$ cat config.mk
export PLATFORM = sky130hd
export DESIGN_NAME = word_demux_1to2
export DESIGN_NICKNAME = d
export VERILOG_FILES = /design/src/rtl/word_demux_pkg.sv /design/src/rtl/demux_chan_buf.sv /design/src/rtl/word_demux_1to2.sv
export SDC_FILE = /design/constraint.sdc
export NUM_CORES = 1
export LEC_CHECK = 0
export CAP_MARGIN = 20
export CORE_MARGIN = 3
export CORE_UTILIZATION = 40
export CTS_CLUSTER_DIAMETER = 50
export DETAILED_ROUTE_END_ITERATION = 8
export GPL_TIMING_DRIVEN = 0
export PLACE_DENSITY = 0.73
export SLEW_MARGIN = 10
export SYNTH_ARGS = -nofsm -noshare
export SYNTH_HDL_FRONTEND = slang
export SYNTH_SLANG_ARGS = --single-unit
$ cat constraint.sdc
create_clock -name clk -period 1.5 [get_ports clk]
set_input_delay 0.225 -clock clk [delete_from_list [all_inputs] [get_ports clk]]
set_output_delay 0.225 -clock clk [all_outputs]
set_load 0.1 [all_outputs]
$ cat src/rtl/word_demux_pkg.sv
// -----------------------------------------------------------------------------
// word_demux_pkg
//
// Purpose : Shared types and constants for the 1-to-2 word demultiplexer
//           (word_demux_1to2) and its per-channel buffer (demux_chan_buf).
//
// Contents:
//   WIDTH_DEFAULT   default data word width
//   NUM_CH          number of output channels
//   chan_sel_t      per-word channel select (1 bit)
//   chan_occ_t      per-channel occupancy count (0..2)
//   CH0, CH1        channel select / index values
//   chan_state_e    per-channel buffer state; encoding equals occupancy
//
// Optional feature macro used by the files importing this package:
//   DEMUX_PARITY_EN  adds even-parity outputs per channel
// -----------------------------------------------------------------------------
package word_demux_pkg;

   localparam int WIDTH_DEFAULT = 32;
   localparam int NUM_CH        = 2;

   typedef logic       chan_sel_t;
   typedef logic [1:0] chan_occ_t;

   localparam chan_sel_t CH0 = 1'b0;
   localparam chan_sel_t CH1 = 1'b1;

   // The state encoding is chosen so that the state value is the occupancy,
   // which lets the buffer derive its count with a plain cast.
   typedef enum logic [1:0] {
      ST_EMPTY = 2'd0,
      ST_ONE   = 2'd1,
      ST_FULL  = 2'd2
   } chan_state_e;

endpackage : word_demux_pkg

$ cat src/rtl/demux_chan_buf.sv
// -----------------------------------------------------------------------------
// demux_chan_buf
//
// Purpose : One output channel of the demultiplexer. A 2-entry FIFO whose head
//           entry is itself the output register, so data_o and valid_o come
//           straight from flops. A word pushed into an empty channel is visible
//           on the very next cycle.
//
// Ports:
//   clk      in   clock, rising edge
//   reset    in   synchronous, active-high; empties the buffer, clears head
//   push_i   in   write data_i this cycle (caller only pushes when !full_o,
//                 or when a pop frees a slot in the same cycle)
//   data_i   in   word to store
//   ready_i  in   consumer accepts the head word
//   data_o   out  head word (registered)
//   valid_o  out  head word valid (registered state decode)
//   full_o   out  occupancy is 2
//   par_o    out  even parity of the head word (DEMUX_PARITY_EN only)
//
// Configuration macro: DEMUX_PARITY_EN
// -----------------------------------------------------------------------------
module demux_chan_buf
   import word_demux_pkg::*;
#(
   parameter int WIDTH = WIDTH_DEFAULT
) (
   input  logic             clk,
   input  logic             reset,
   input  logic             push_i,
   input  logic [WIDTH-1:0] data_i,
   input  logic             ready_i,
   output logic [WIDTH-1:0] data_o,
   output logic             valid_o,
   output logic             full_o
`ifdef DEMUX_PARITY_EN
   ,
   output logic             par_o
`endif
);

   // Each stored entry optionally carries its parity bit in the MSB, so the
   // parity moves through the FIFO with exactly the same control as the data.
`ifdef DEMUX_PARITY_EN
   localparam int EW = WIDTH + 1;
`else
   localparam int EW = WIDTH;
`endif

   chan_state_e   state_q, state_d;
   logic [EW-1:0] head_q, head_d;
   logic [EW-1:0] tail_q, tail_d;
   logic [EW-1:0] entry_in;
   chan_occ_t     occ;
   logic          pop;
   logic          push_ok;

`ifdef DEMUX_PARITY_EN
   assign entry_in = {^data_i, data_i};
`else
   assign entry_in = data_i;
`endif

   assign occ     = chan_occ_t'(state_q);
   assign valid_o = (occ != 2'd0);
   assign full_o  = (occ == 2'd2);
   assign pop     = valid_o && ready_i;
   // A push into a full channel is only meaningful if the head leaves in the
   // same cycle; otherwise it is dropped rather than overwriting the tail.
   assign push_ok = push_i && (!full_o || pop);

   assign data_o = head_q[WIDTH-1:0];
`ifdef DEMUX_PARITY_EN
   assign par_o  = head_q[WIDTH];
`endif

   always_ff @(posedge clk) begin
      if (reset) begin
         state_q <= ST_EMPTY;
         head_q  <= '0;
         tail_q  <= '0;
      end else begin
         state_q <= state_d;
         head_q  <= head_d;
         tail_q  <= tail_d;
      end
   end

   always_comb begin
      state_d = state_q;
      head_d  = head_q;
      tail_d  = tail_q;
      case (state_q)
         ST_EMPTY: begin
            // Nothing to pop; a push lands directly in the output register.
            if (push_ok) begin
               head_d  = entry_in;
               state_d = ST_ONE;
            end
         end
         ST_ONE: begin
            case ({push_ok, pop})
               2'b10: begin
                  tail_d  = entry_in;
                  state_d = ST_FULL;
               end
               2'b01: begin
                  state_d = ST_EMPTY;
               end
               2'b11: begin
                  // Head leaves and the new word replaces it; count stays 1.
                  head_d = entry_in;
               end
               default: begin
               end
            endcase
         end
         ST_FULL: begin
            if (pop) begin
               head_d = tail_q;
               if (push_ok) begin
                  tail_d = entry_in;
               end else begin
                  state_d = ST_ONE;
               end
            end
         end
         default: begin
            state_d = ST_EMPTY;
         end
      endcase
   end

endmodule : demux_chan_buf

$ cat src/rtl/word_demux_1to2.sv
// -----------------------------------------------------------------------------
// word_demux_1to2
//
// Purpose : Registered 1-to-2 word demultiplexer on the result return path.
//           Each accepted word is steered by in_sel into one of two
//           independent 2-entry channel buffers. A stalled consumer only
//           back-pressures words addressed to its own channel.
//
// Ports:
//   clk         in   clock, rising edge
//   reset       in   synchronous, active-high; discards all buffered words
//   in_data     in   word to route
//   in_sel      in   0 -> channel 0, 1 -> channel 1 (sampled on accept only)
//   in_valid    in   in_data / in_sel valid
//   in_ready    out  !full of the selected channel; independent of out*_ready
//   out0_data   out  channel 0 head word (registered)
//   out0_valid  out  channel 0 head valid (registered)
//   out0_ready  in   channel 0 consumer accepts head
//   out1_*      same as out0_*, for channel 1
//   out0_par,
//   out1_par    out  even parity of head word (DEMUX_PARITY_EN only)
//
// Configuration macro: DEMUX_PARITY_EN
// -----------------------------------------------------------------------------
module word_demux_1to2
   import word_demux_pkg::*;
#(
   parameter int WIDTH = WIDTH_DEFAULT
) (
   input  logic             clk,
   input  logic             reset,
   input  logic [WIDTH-1:0] in_data,
   input  logic             in_sel,
   input  logic             in_valid,
   output logic             in_ready,
   output logic [WIDTH-1:0] out0_data,
   output logic             out0_valid,
   input  logic             out0_ready,
   output logic [WIDTH-1:0] out1_data,
   output logic             out1_valid,
   input  logic             out1_ready
`ifdef DEMUX_PARITY_EN
   ,
   output logic             out0_par,
   output logic             out1_par
`endif
);

   logic [NUM_CH-1:0] ch_full;
   logic [NUM_CH-1:0] ch_push;
   logic [NUM_CH-1:0] ch_ready;
   logic [NUM_CH-1:0] ch_valid;
   logic [WIDTH-1:0]  ch_data [NUM_CH];
`ifdef DEMUX_PARITY_EN
   logic [NUM_CH-1:0] ch_par;
`endif
   logic              accept;
   chan_sel_t         sel;

   assign sel = in_sel;

   // Readiness looks only at the registered fill level of the addressed
   // channel; consumer ready is deliberately excluded to keep this path short
   // and free of any combinational loop through the consumers.
   assign in_ready = !ch_full[sel];
   assign accept   = in_valid && in_ready;

   assign ch_ready[CH0] = out0_ready;
   assign ch_ready[CH1] = out1_ready;

   generate
      for (genvar gi = 0; gi < NUM_CH; gi++) begin : g_chan
         assign ch_push[gi] = accept && (sel == chan_sel_t'(gi));

         demux_chan_buf #(
            .WIDTH (WIDTH)
         ) u_buf (
            .clk     (clk),
            .reset   (reset),
            .push_i  (ch_push[gi]),
            .data_i  (in_data),
            .ready_i (ch_ready[gi]),
            .data_o  (ch_data[gi]),
            .valid_o (ch_valid[gi]),
            .full_o  (ch_full[gi])
`ifdef DEMUX_PARITY_EN
            ,
            .par_o   (ch_par[gi])
`endif
         );
      end
   endgenerate

   assign out0_data  = ch_data[CH0];
   assign out0_valid = ch_valid[CH0];
   assign out1_data  = ch_data[CH1];
   assign out1_valid = ch_valid[CH1];
`ifdef DEMUX_PARITY_EN
   assign out0_par   = ch_par[CH0];
   assign out1_par   = ch_par[CH1];
`endif

endmodule : word_demux_1to2
# Yosys cells after proc, flatten, opt, wreduce, memory -nomap -nowiden
# Index checks and enable logic that the tools add are counted.
# classes
order_cmp	1
add_sub_neg	0
reduce_logical	26
div_mod_pow	0
n_bitwise	1
muxes	26
n_shift	0
n_eq_ne	24
n_mul	0
# ops
cell	count
2-to-1 mux 32 bit	10
one-hot mux 32 bit (3 select lines)	2
one-hot mux 32 bit (2 select lines)	2
AND reduction 4 bit	6
inequality test 2 bit, second input constant	8
equality test 2 bit, second input constant	6
2-to-1 mux 2 bit	6
one-hot mux 2 bit (3 select lines)	2
equality test 2 x 1 -> 1 bit, second input constant	4
inequality test 2 x 1 -> 1 bit, second input constant	4
one-hot mux 2 bit (2 select lines)	2
nonzero test 2 bit	4
logical AND 1 bit	7
inequality test 3 x 2 -> 1 bit, second input constant	2
nonzero test 3 bit	2
zero test 2 bit	2
zero test 1 bit	3
logical OR 1 bit	2
less-than comparator 1 x 2 -> 1 bit, second input constant	1
2-to-1 mux 1 bit	2
inverter 1 bit	1
# totals
ff_bits	132
latchBits	0
in_bits	38
ramBits	0
output_inout_bits	67
wordCells	84
n_memories	0
rom_bits	0

# Logic depth before layout (Yosys ltp)
# Gate-level depths: netlist of run 1.
# depth
word_depth	10
ltp_mapped	6
ltp_nobuf	4

# Cells and area by module
# A second synthesis of run 1 with hierarchy kept.
# unflattened
hier_cells	693
area_unflattened_um2	6337.3
# by_module_without_submodules
mod	cells_each	area_each_um2	seq_area_each_um2	instances
demux_chan_buf	345	3155.5	1321.3	2
word_demux_1to2	3	26.3	0.0	1

# Least setup slack after synthesis of run 1
# Ideal clock, no wire load.
# synth_timing
path_type	reg-to-output
from	register g_chan[0].u_buf.state_q[0]
to	output in_ready
required_ns	1.275
path_buffers	2
stages_incl_launch_ff	6
setup_slack_ns	-1.006
t_arrival_ns	2.281
cell_sequence	dfxtp_1 nand2b_1 buf_2 buf_6 nor2_1 a21oi_1
# synth_via
elab_chain_len	4
# synth_lines
element	line	rtl
from (decl)	demux_chan_buf.sv:50	chan_state_e state_q, state_d;
from (signal assigned)	demux_chan_buf.sv:83	state_q <= state_d;
equality test 2 bit	demux_chan_buf.sv:66	assign full_o = (occ == 2'd2);
2-to-1 mux 1 bit (not written as such) (2 in a row)	word_demux_1to2.sv:65	assign in_ready = !ch_full[sel];
zero test 1 bit	word_demux_1to2.sv:65	
to (decl)	word_demux_1to2.sv:35	output logic in_ready,
# No other way between the ends. The select of a mux whose other input is x is not followed.

# Worst setup path in the final report of run 1
# layout_timing
from	register g_chan[1].u_buf.state_q[1]
to	register g_chan[1].u_buf.head_q[17]
# layout_via
elab_chain_len	10
word_cells_on_any_way	20
classes_between	eq/ne (6); mux (3); reduce/logical (11)
# layout_lines
element	line	rtl
from (decl)	demux_chan_buf.sv:50	
from (signal assigned)	demux_chan_buf.sv:83	
equality test 2 bit	demux_chan_buf.sv:66, demux_chan_buf.sv:93	
2-to-1 mux 1 bit (not written as such) (2 in a row)	word_demux_1to2.sv:65	
zero test 1 bit	word_demux_1to2.sv:65	
logical AND 1 bit	word_demux_1to2.sv:66	assign accept = in_valid && in_ready;
logical AND 1 bit	word_demux_1to2.sv:73	assign ch_push[gi] = accept && (sel == chan_sel_t'(gi));
logical AND 1 bit	demux_chan_buf.sv:70	assign push_ok = push_i && (!full_o || pop);
equality test 2 bit	demux_chan_buf.sv:102	case ({push_ok, pop})
inequality test 2 bit (no source line)	--	
AND reduction 4 bit (no source line)	--	
to (signal assigned)	demux_chan_buf.sv:80	head_q <= '0;
to (signal assigned)	demux_chan_buf.sv:84	head_q <= head_d;
to (decl)	demux_chan_buf.sv:51	logic [EW-1:0] head_q, head_d;
# Parallel ways exist; a longest one is shown, timed or not. The select of a mux whose other input is x is not followed.
# A chain may end at the register's enable or synchronous reset.

==> impl_metrics.tcl, run 1 <==
set metrics [dict create \
    status "complete, but fails checks" \
    violations "negative setup slack" \
    fin_crit_sh_pct 113.9 \
    final_common_cell "dfxtp_1" \
    drt_pass1_iterations 5 \
    max_slew.worst_pin.slew_ps 697.0 \
    ant_nets 0 \
    fin_area_um2 8034 \
    initial_core_util_pct 41.34 \
    rsz0062_at_grt "true" \
    synth.avg_cell_area_um2 9.325 \
    yosysSeqAreaShare_pct 47.71 \
    finalHoldViolCount 0 \
    dr.first_iter.drc_count 282 \
    seqPwrFrac_pct 36.9 \
    clk_pin_slew_ps 60 \
    cts_hold_buffers 0 \
    intPower_mw 7.255 \
    arrival_ps 1990 \
    ios 105 \
    fp-row-count 42 \
    grt_max_degree 17 \
    critical_path.startpoint "g_chan[1].u_buf.occ[1]" \
    timing.rr.start "g_chan[1].u_buf.occ[1]" \
    min_from "reset" \
    clockRootBuffer "clkbuf_16" \
    antennaDiodeCount 0 \
    syn-cell-area_um2 5539 \
    fin_util_pct 59.95 \
    ir_drop_mv 0.7171 \
    ff_latch_area_um2 2650 \
    power.density_nw_per_um2 1246 \
    post-route-min-period_ps 1709 \
    yosysWarnings 0 \
    via_count 4902 \
    multi_input_area_um2 2856 \
    grt_pass1_wl_mm 24.92 \
    drc 0 \
    coreArea_um2 13400 \
    nets 784 \
    worstSkewPairLatency_ps 420 \
    start_kind "flop" \
    total_power_mw 10.01 \
    skew_ps 12.61 \
    hp-class "in -> reg" \
    p_clk_share_pct 45.9 \
    place_congestion 0.7782 \
    max_freq_ghz 0.5852 \
    swShare_pct 27.50 \
    hpwl_mm 10.39 \
    path_class "reg -> reg" \
    synth_cells 594 \
    die_x_um 123.7 \
    final_cell_mix "128 x dfxtp_1, 125 x nand2_1, 66 x nor2_1" \
    fin_hold_ws_ps 416.9 \
    drv_slew 0 \
    tritoncts "built" \
    routed_via_density 5.243 \
    cellLeakagePower_nw 3.589 \
    antenna_found_initial 0 \
    grt_pass1_vias 4867 \
    slew_headroom_pct 53.54 \
    comb_power_share_pct 17.1 \
    ys.flop_type "dfxtp_1" \
    net-switching-power_mw 2.752 \
    setup_viol 68 \
    syn_nets 632 \
    worstPathRequired_ps 1780 \
    htreeDepth 4 \
    synth_edf_count 0 \
    area_delta_synth_final_pct 45.04 \
    portBuffers 103 \
    critical_path.max_fanout 5 \
    clockBufferDepth 2 \
    synth.distinct_cells 28 \
    detail_route.wl_per_cell_um 17.95 \
    track_usage_pct 21.54 \
    cts.sinks 132 \
    async_reset_ff_share_pct 0 \
    wl_mm 16.78 \
    crit_path_end_kind "flop" \
    stdcell_count 935 \
    layout_setup_ws_ps -208.9 \
    drive_above_1_share_pct 30.04 \
    numCtsBuffers 17 \
    place_area_um2 6834 \
    fp.dieH_um 123.7 \
    maxCapViolations 0 \
    die_area_um2 15300 \
    fill_cells 1078 \
    ys_ff_latch 132 \
    dp_cells 873 \
    gr-total-overflow 0 \
]
## layout make-up
cell class	count	share of cell area, %
tap	176	2.741
inverter	1	0.04672
multi-input combinational	417	35.56
timing repair buffer	137	15.36
clock inverter	9	2.165
clock buffer	23	5.949
buffer	40	5.202
sequential	132	32.99
## flip-flops by register name, indices dropped and copies added, names as in the netlist
| register | cells |
|---|---|
| g_chan.u_buf.occ | 4 |
| g_chan.u_buf.data_o | 64 |
| g_chan.u_buf.tail_q | 64 |
## cells by family (layout without fill, tap and decap cells)
family                 after synthesis  after routing  share of synthesized area (%)
AND/OR/NAND/NOR                    214            214                          15.50
flip-flops                         132            132                          47.71
multiplexers                       129            129                          24.76
AO/OA/AOI/OAI                       74             74                          7.251
buffers and inverters               45            210                          4.789
## cells in the mapped netlist, types with 3 or more instances
master,count,area [um2]
buf_2,14,70.07
mux2_2,16,180.2
mux2_1,48,540.5
buf_6,9,101.4
nand2_1,130,488.0
dfxtp_1,132,2643
buf_4,3,22.52
mux2i_1,65,650.6
a21oi_1,68,340.3
clkbuf_1,18,67.56
nand2b_1,4,25.02
nor2_1,67,251.5
## per-stage QoR
step | setup slack [ps] | setup TNS, ps
floorplan | -5.140 | -5.140
global placement | -991.8 | -75940
detailed placement | -1019 | -85580
CTS | -188.4 | -5331
global route | -261.3 | -9158
finish | -208.9 | -6532
## routing by layer
metal	global-route usage (%)	routed length, um	vias to the layer above
li1	-	-	2299
met1	25.03	6821	2381
met2	37.65	8370	175
met3	5.495	1042	47
met4	8.858	549	0
met5	0	0	-
## repair_timing
| item | CTS | global route |
|---|---|---|
| endpoints found under the setup margin | 187 | 127 |
| pin swaps | 3 | 7 |
| gates resized for setup | 426 | 61 |
| gates cloned | 6 | 4 |
| buffers inserted | 24 | 3 |
## worst max-delay path, cell delays in order (launching register included)
cell       delay [ps]
dfxtp_2           330
buf_6             120
buf_6             100
and3b_2           220
a31oi_4           240
buf_6             180
clkbuf_16         150
mux2i_1           180
nor2_1             60
## power by group through the flow
stage	logic, mW	clock network [mW]	registers (mW)
5_1_grt	1.78	4.78	3.71
2_1_floorplan	0.463	0	4.42
6_report	1.71	4.60	3.70
4_1_cts	1.66	4.64	3.69
3_5_place_dp	1.57	0	3.77
3_3_place_gp	1.54	0	3.77
## worst paths after layout
kind	endpoint	slack [ps]	cells after the start
min reg2reg	g_chan[1].u_buf.tail_q[10]	450	2
min	g_chan[1].u_buf.data_o[0]	420	3
max reg2reg	g_chan[1].u_buf.data_o[17]	-210	8
max	g_chan[1].u_buf.data_o[17]	-210	8
Note: power is estimated with default switching activity, not from simulation.
==> run 2, diff against run 1 <==
DONT_BUFFER_PORTS = 1   (was unset)
PLACE_DENSITY = 0.61   (was 0.73)
clock period = 1.8 ns   (was 1.5 ns; I/O delays follow)
==> impl_metrics.tcl, run 2 (synthesis gave the netlist of run 1 again) <==
set metrics [dict create \
    status "completed" \
    skew_ps 8.299 \
    seqPwrFrac_pct 48.3 \
    net-switching-power_mw 2.155 \
    dp_cells 770 \
    final_common_cell "nand2_1" \
    layout_setup_ws_ps 47.63 \
    grt_pass1_vias 4379 \
    fin_hold_ws_ps 23.23 \
    stdcell_count 836 \
    grt_max_degree 17 \
    setup_viol 0 \
    place_congestion 0.7836 \
    drt_pass1_iterations 4 \
    gr-total-overflow 0 \
    crit_family "compound AO/OA/AOI/OAI gates" \
    clockBufferDepth 2 \
    finalHoldViolCount 0 \
    numCtsBuffers 17 \
    cellLeakagePower_nw 2.772 \
    crit_chain "nor2b_4, a21oi_4" \
    worstSkewPairLatency_ps 420 \
    wl_mm 14.90 \
    post-route-min-period_ps 1752 \
    cp.buffers_inverters 0 \
    max_stage_delay_ps 600 \
    routed_via_density 5.099 \
    fp-row-count 42 \
    die_area_um2 15300 \
    nets 687 \
    fin_crit_sh_pct 97.35 \
    fill_cells 1230 \
    drc 0 \
    fp.dieH_um 123.7 \
    clockRootBuffer "clkbuf_16" \
    htreeDepth 4 \
    comb_power_share_pct 7.3 \
    maxCapViolations 0 \
    via_count 4263 \
    post-place-ws_ps -41.68 \
    detail_route.wl_per_cell_um 17.82 \
    antenna_found_initial 0 \
    max_freq_ghz 0.5707 \
    grt_pass1_wl_mm 23.23 \
    intPower_mw 5.394 \
    crit_path_end_kind "primary output" \
    ir_drop_mv 0.6921 \
    cts.sinks 132 \
    rsz0062_at_grt "true" \
    drive_above_1_share_pct 13.18 \
    area_delta_synth_final_pct 21.75 \
    max_slew.worst_pin.slew_ps 1031 \
    power.density_nw_per_um2 1119 \
    swShare_pct 28.55 \
    coreArea_um2 13400 \
    antennaDiodeCount 0 \
    path_class "reg -> out" \
    portBuffers 0 \
    final_cell_mix "130 x nand2_1, 128 x dfxtp_1, 67 x a21oi_1" \
    ios 105 \
    start_kind "flop" \
    p_clk_share_pct 44.3 \
    arrival_ps 1480 \
    dr.first_iter.drc_count 229 \
    ant_nets 0 \
    total_power_mw 7.550 \
    slew_headroom_pct 31.19 \
    hp-class "in -> reg" \
    drv_slew 0 \
    crit_slowest_cell "a21oi_4" \
    worstPathRequired_ps 1530 \
    tritoncts "built" \
    clk_pin_slew_ps 60 \
    hpwl_mm 9.865 \
    initial_core_util_pct 41.34 \
    track_usage_pct 20.13 \
    critical_path.max_fanout 3 \
    die_x_um 123.7 \
]
==> run 2: cell count changes in the layout (fill, tap and decap cells not counted), sizes merged <==
cell,previous run,this run
clkdlybuf4s50,35,0
dlygate4sd3,0,34
bufinv,5,2
clkinv,4,5
clkbuf,45,41
dlygate4sd2,1,0
clkinvlp,0,3
buf,119,25
==> run 2: metal layers <==
layer  track usage, %  share of wire (%)
met2            34.44                 50
met5                0                  0
met3            7.856                8.8
met1            22.91                 40
met4            6.782                1.2
==> run 2: stage by stage <==
stage               cell area [um2]  setup TNS [ps]  util [%]
floorplan                      5550               0         -
global placement               5771          -28.65     43.06
detailed placement             5771          -41.68     43.06
CTS                            6746          -72.94     50.35
global route                   6744          -14.41     50.33
finish                         6744               0     50.33
==> run 2: final cells by class <==
type                       count  area (um2)  area share (%)
buffer                        40       242.7           3.599
clock buffer                  20       466.7           6.920
clock inverter                10       107.6           1.596
inverter                       1       3.754         0.05566
multi-input combinational    417        2665           39.52
sequential                   132        2653           39.33
tap                          176       220.2           3.265
timing repair buffer          40       385.4           5.714
==> run 2: final timing paths <==
kind	depth (start not counted)	from	slack, ps	end
max	2	g_chan[1].u_buf.occ[1]	50	in_ready
min	2	in_data[5]	20	g_chan[0].u_buf.tail_q[5]
max reg2reg	6	g_chan[1].u_buf.occ[0]	130	g_chan[1].u_buf.data_o[6]
min reg2reg	2	g_chan[0].u_buf.tail_q[19]	450	g_chan[0].u_buf.tail_q[19]
==> run 2: power groups by stage <==
stage	logic (mW)	clock network [mW]	registers, mW
finish	0.554	3.35	3.65
detailed placement	0.466	0	3.71
global placement	0.456	0	3.71
global route	0.606	3.54	3.66
CTS	0.556	3.41	3.65
floorplan	0.383	0	3.68
==> run 2: what timing repair did <==
| action | in CTS | in global routing |
|---|---|---|
| setup endpoints to repair | 1 | 1 |
| hold endpoints to repair | 65 | 0 |
| resized for setup | 13 | 7 |
| buffers inserted | 5 | 1 |
| hold buffers | 34 | 0 |
| pin swaps | 1 | 1 |
==> RTL edit 1, RTL diff (config.mk and constraints of run 1) <==
`WIDTH_DEFAULT`: 32 -> 16.
--- a/src/rtl/word_demux_pkg.sv
+++ b/src/rtl/word_demux_pkg.sv
@@ -19,3 +19,3 @@
 
-   localparam int WIDTH_DEFAULT = 32;
+   localparam int WIDTH_DEFAULT = 16;
    localparam int NUM_CH        = 2;
Ports: changed (resized in_data, out0_data and out1_data); port bits go from 105 to 57. No check against the original RTL was run, so the function may have changed too.
==> RTL edit 1 against run 1 <==
The run still ends with setup timing left; final area down 50%; die area down 45%; critical endpoint is now in_ready; sequential cell count down 64; critical path type is now flop to output pin; worst setup slack better by 0.17 ns; clock power down 67%; utilization down 1.9 points; power down 52%; area after synthesis down 47%; routed wire length down 58%.
==> RTL edit 1: results (changes against run 1) <==
| Metric | Value |
|---|---|
| Synth cell count leaders | 68 x dfxtp_1, 50 x mux2i_1, 45 x nor2_1, 32 x nand2_1, 20 x a21oi_1 |
| Crit path capture | in_ready |
| Dpl ws | -1.067 ns (-0.04778 ns) |
| Post-CTS Setup Repair Bufs | 1 (-96%) |
| Non-CTS buffers | 86 (-51%) |
| FF-to-FF End | g_chan[1].u_buf.data_o[5]$_SDFFE_PP0P_ |
| First-pass GRT wire length | 11.13 mm (-55%) |
| Crit path from | g_chan[0].u_buf.occ[1]$_SDFFE_PP0P_ |
| Final setup viols | 1 (-99%) |
| Seq cells | 68 (-48%) |
| H-tree Lvls | 3 (-1) |
| Vias | 2369 (-52%) |
| Setup ws final | -0.04020 ns (+0.1687 ns) |
| Mux cell area share after synthesis | 0.1711 (-0.07649) |
| Worst Clk Skew | 0.005581 ns (-0.007027 ns) |
| Final WL | 7.092 mm (-58%) |
| Outcome | finished, violations left |
| Clock buf count | 13 (-43%) |
| GR Util All Layers | 0.1708 (-0.04461) |
| Worst-Skew Late Latency | 0.34 ns (-0.08 ns) |
| Fin area | 0.004033 sq mm (-50%) |
| Lkg Pwr | 1.546 nW (-57%) |
| Area contributors post-synth | dfxtp_1 47%, mux2i_1 17%, a211oi_2 6.8% |
| Fillers | 618 (-43%) |
| CTS root buf | clkbuf_8 |
| Final TNS setup | -0.04020 ns (+6.492 ns) |
| Maximum vdd drop | 0.7060 mV (-1.5%) |
| Num CTS Buffers | 9 (-8) |
| Failing checks | setup timing |
| Hold Path End | g_chan[0].u_buf.occ[1]$_SDFFE_PP0P_ |
| Layout cell share with drive strength beyond 1 | 0.3130 (+0.01260) |
| DRT iter0 DRCs | 69 (-76%) |
| Hold_sp | out0_ready |
| CP Max Fanout | 6 (+1) |
| Dpl cells | 448 (-49%) |
| Cells after Synth | 297 (-50%) |
| Synth Area in Compound Gates | 0.1574 (+0.08489) |
| CP max stage cell | dfxtp_4 |
| Detailed Place HPWL | 4.899 mm (-53%) |
| Top delay family on crit path | flip-flops |
| DR pass1 iterations | 4 (-1) |
RTL edit 1: cell count changes after synthesis, moves of 10 or more:
cell / before / now
nand2_1: 130 / 32
nor2_1: 67 / 45
a211oi_2: 0 / 16
dfxtp_1: 132 / 68
clkbuf_1: 18 / 8
mux2_1: 48 / 0
a211oi_1: 1 / 16
mux2i_1: 65 / 50
mux2_2: 16 / 0
a21oi_1: 68 / 20
RTL edit 1: report_power, final:
group | internal [W] | total, W | switching, W
clock | 0.000860 | 0.00154 | 0.000678
sequential | 0.00190 | 0.00195 | 0.0000573
combinational | 0.000346 | 0.00126 | 0.000917
total | 0.00310 | 0.00476 | 0.00165
RTL edit 1: kinds of logic after synthesis:
family                 after synthesis
AO/OA/AOI/OAI                       56
flip-flops                          68
AND/OR/NAND/NOR                    101
multiplexers                        50
buffers and inverters               22
RTL edit 1: routing by layer:
metal / part of all wire / wire length, um
met5: 0 / 0
met4: 0.022 / 153
met3: 0.042 / 301
met2: 0.47 / 3330
met1: 0.47 / 3307
==> RTL edit 2, RTL diff (flow settings as in run 1) <==
Without the edit above. Reset style: asynchronous (`reset`), changed in one clocked block.
--- a/src/rtl/demux_chan_buf.sv
+++ b/src/rtl/demux_chan_buf.sv
@@ -76,3 +76,3 @@
 
-   always_ff @(posedge clk) begin
+   always_ff @(posedge clk or posedge reset) begin
       if (reset) begin
Function: differs if reset is asserted again (counterexample within 4 cycles, from zero or initial values and one cycle with reset high); with reset held inactive, the same outputs for 4 cycles.
==> RTL edit 2 against run 1 <==
The run still ends with setup timing left; sequential cell count did not move; sequential share of layout area increased by 5.1 points; final area rose by 8.2%; area after synthesis is 5.9% higher; worst setup slack worse by 0.0084 ns; routed wire length fell by 13%; largest cell class is now sequential cells; die area rose by 5.6%; clock skew decreased by 0.0054 ns.
Power is not compared: it rests on default switching activity, and its combinational part moved more than twofold at a synthesized area within 25%.
==> RTL edit 2: results (changes against run 1) <==
| Metric | Value |
|---|---|
| Setup ws final | -0.2173 ns (-0.008354 ns) |
| Worst Clk Skew | 0.007191 ns (-0.005418 ns) |
| Grt met3 use | 0.06145 (+0.006505) |
| Synthesized area per cell | 15.73 sq um (+69%) |
| Vias | 3695 (-25%) |
| Metal-1 WL | 6.654 mm (-2.4%) |
| Placed inst area | 0.007338 sq mm (+7.4%) |
| Hold crit path type | input pin to async pin |
| Outcome | finished, violations left |
| Yosys cell types | 26 (-7.1%) |
| Final setup viols | 122 (+79%) |
| Met2 WL post-DR | 6.849 mm (-18%) |
| Syn Nets | 411 (-35%) |
| Failing checks | setup timing |
| Vias in the first global route | 4161 (-15%) |
| Dpl ws | -1.149 ns (-0.1297 ns) |
| Dpl cells | 660 (-24%) |
| Detailed Place HPWL | 8.726 mm (-16%) |
| CP Max Fanout | 10 (+5) |
| Multi-input gate area | 0.002861 sq mm (+0.18%) |
| Fillers | 1080 (+0.19%) |
| Pin count of the biggest net entering global routing | 37 (+20) |
| PortBufs | 104 (+0.97%) |
| Layout cell share with drive strength beyond 1 | 0.6345 (+0.3342) |
| Metal3 WL | 750 um (-28%) |
| RR Startpoint | g_chan[0].u_buf.occ[0]$_DFFE_PP0P_ |
| Most common flop cell mapped by yosys | dfrtp_1 |
| Clock buf count | 24 (+4.3%) |
| Met2 usage | 0.2889 (-0.08756) |
| Ys async rst share | 1.000 (+1.000) |
| Final TNS setup | -17.80 ns (-11.27 ns) |
| CP Class | flop to flop |
| Non-clock inverter count | 2 (+1) |
| Comb_multi_in | 220 (-47%) |
| DR pass1 iterations | 4 (-1) |
| Cell Area, Synth | 0.005866 sq mm (+5.9%) |
| Actual slew at the worst max-slew pin | 0.6868 ns (-0.01020 ns) |
| Fin cells | 730 (-22%) |
| Clock buffers and inverters, area share | 0.07340 (-0.007738) |
| Placer Congestion | 0.7193 (-7.6%) |
| Sequential-to-total area share from yosys stat | 0.5631 (+0.08607) |
| DRT iter0 DRCs | 98 (-65%) |
| GR Util All Layers | 0.1862 (-0.02920) |
| CP max stage cell | dfrtp_2 |
| Met1 Track Usage GR | 0.2432 (-0.007101) |
| First-pass GRT wire length | 22.99 mm (-7.7%) |
| Non-CTS buffers | 164 (-7.3%) |
| Area growth, synth to finish | 48.21% |
| Data buffer area share | 0.1897 (-0.01588) |
| Synth cell count leaders | 148 x mux2_2, 132 x dfrtp_1, 36 x mux2_1, 9 x buf_6, 8 x mux2_4 |
RTL edit 2: what timing repair did:
item                       in CTS  in global routing
gates cloned                    5                  4
gates resized for setup       443                 70
buffers inserted               28                  7
setup endpoints to repair     192                137
pin swaps                       4                  5
RTL edit 2: worst paths after layout:
path | to | slack (ns) | cells past startpoint
max | g_chan[0].u_buf.data_o[4]$_DFFE_PP0P_ | -0.22 | 6
min | g_chan[0].u_buf.data_o[11]$_DFFE_PP0P_ | 0.25 | 2
max reg2reg | g_chan[0].u_buf.data_o[4]$_DFFE_PP0P_ | -0.22 | 6
min reg2reg | g_chan[0].u_buf.data_o[7]$_DFFE_PP0P_ | 0.50 | 1
max in group asynchronous | g_chan[0].u_buf.occ[1]$_DFFE_PP0P_ | 0.36 | 4
min in group clk | g_chan[0].u_buf.data_o[7]$_DFFE_PP0P_ | 0.50 | 1
RTL edit 2: where the power goes:
group          internal [W]  switching [W]  leakage [nW]
registers           0.00480       0.000670          1.57
clock network       0.00296        0.00151         0.310
logic               0.00249        0.00525          2.12
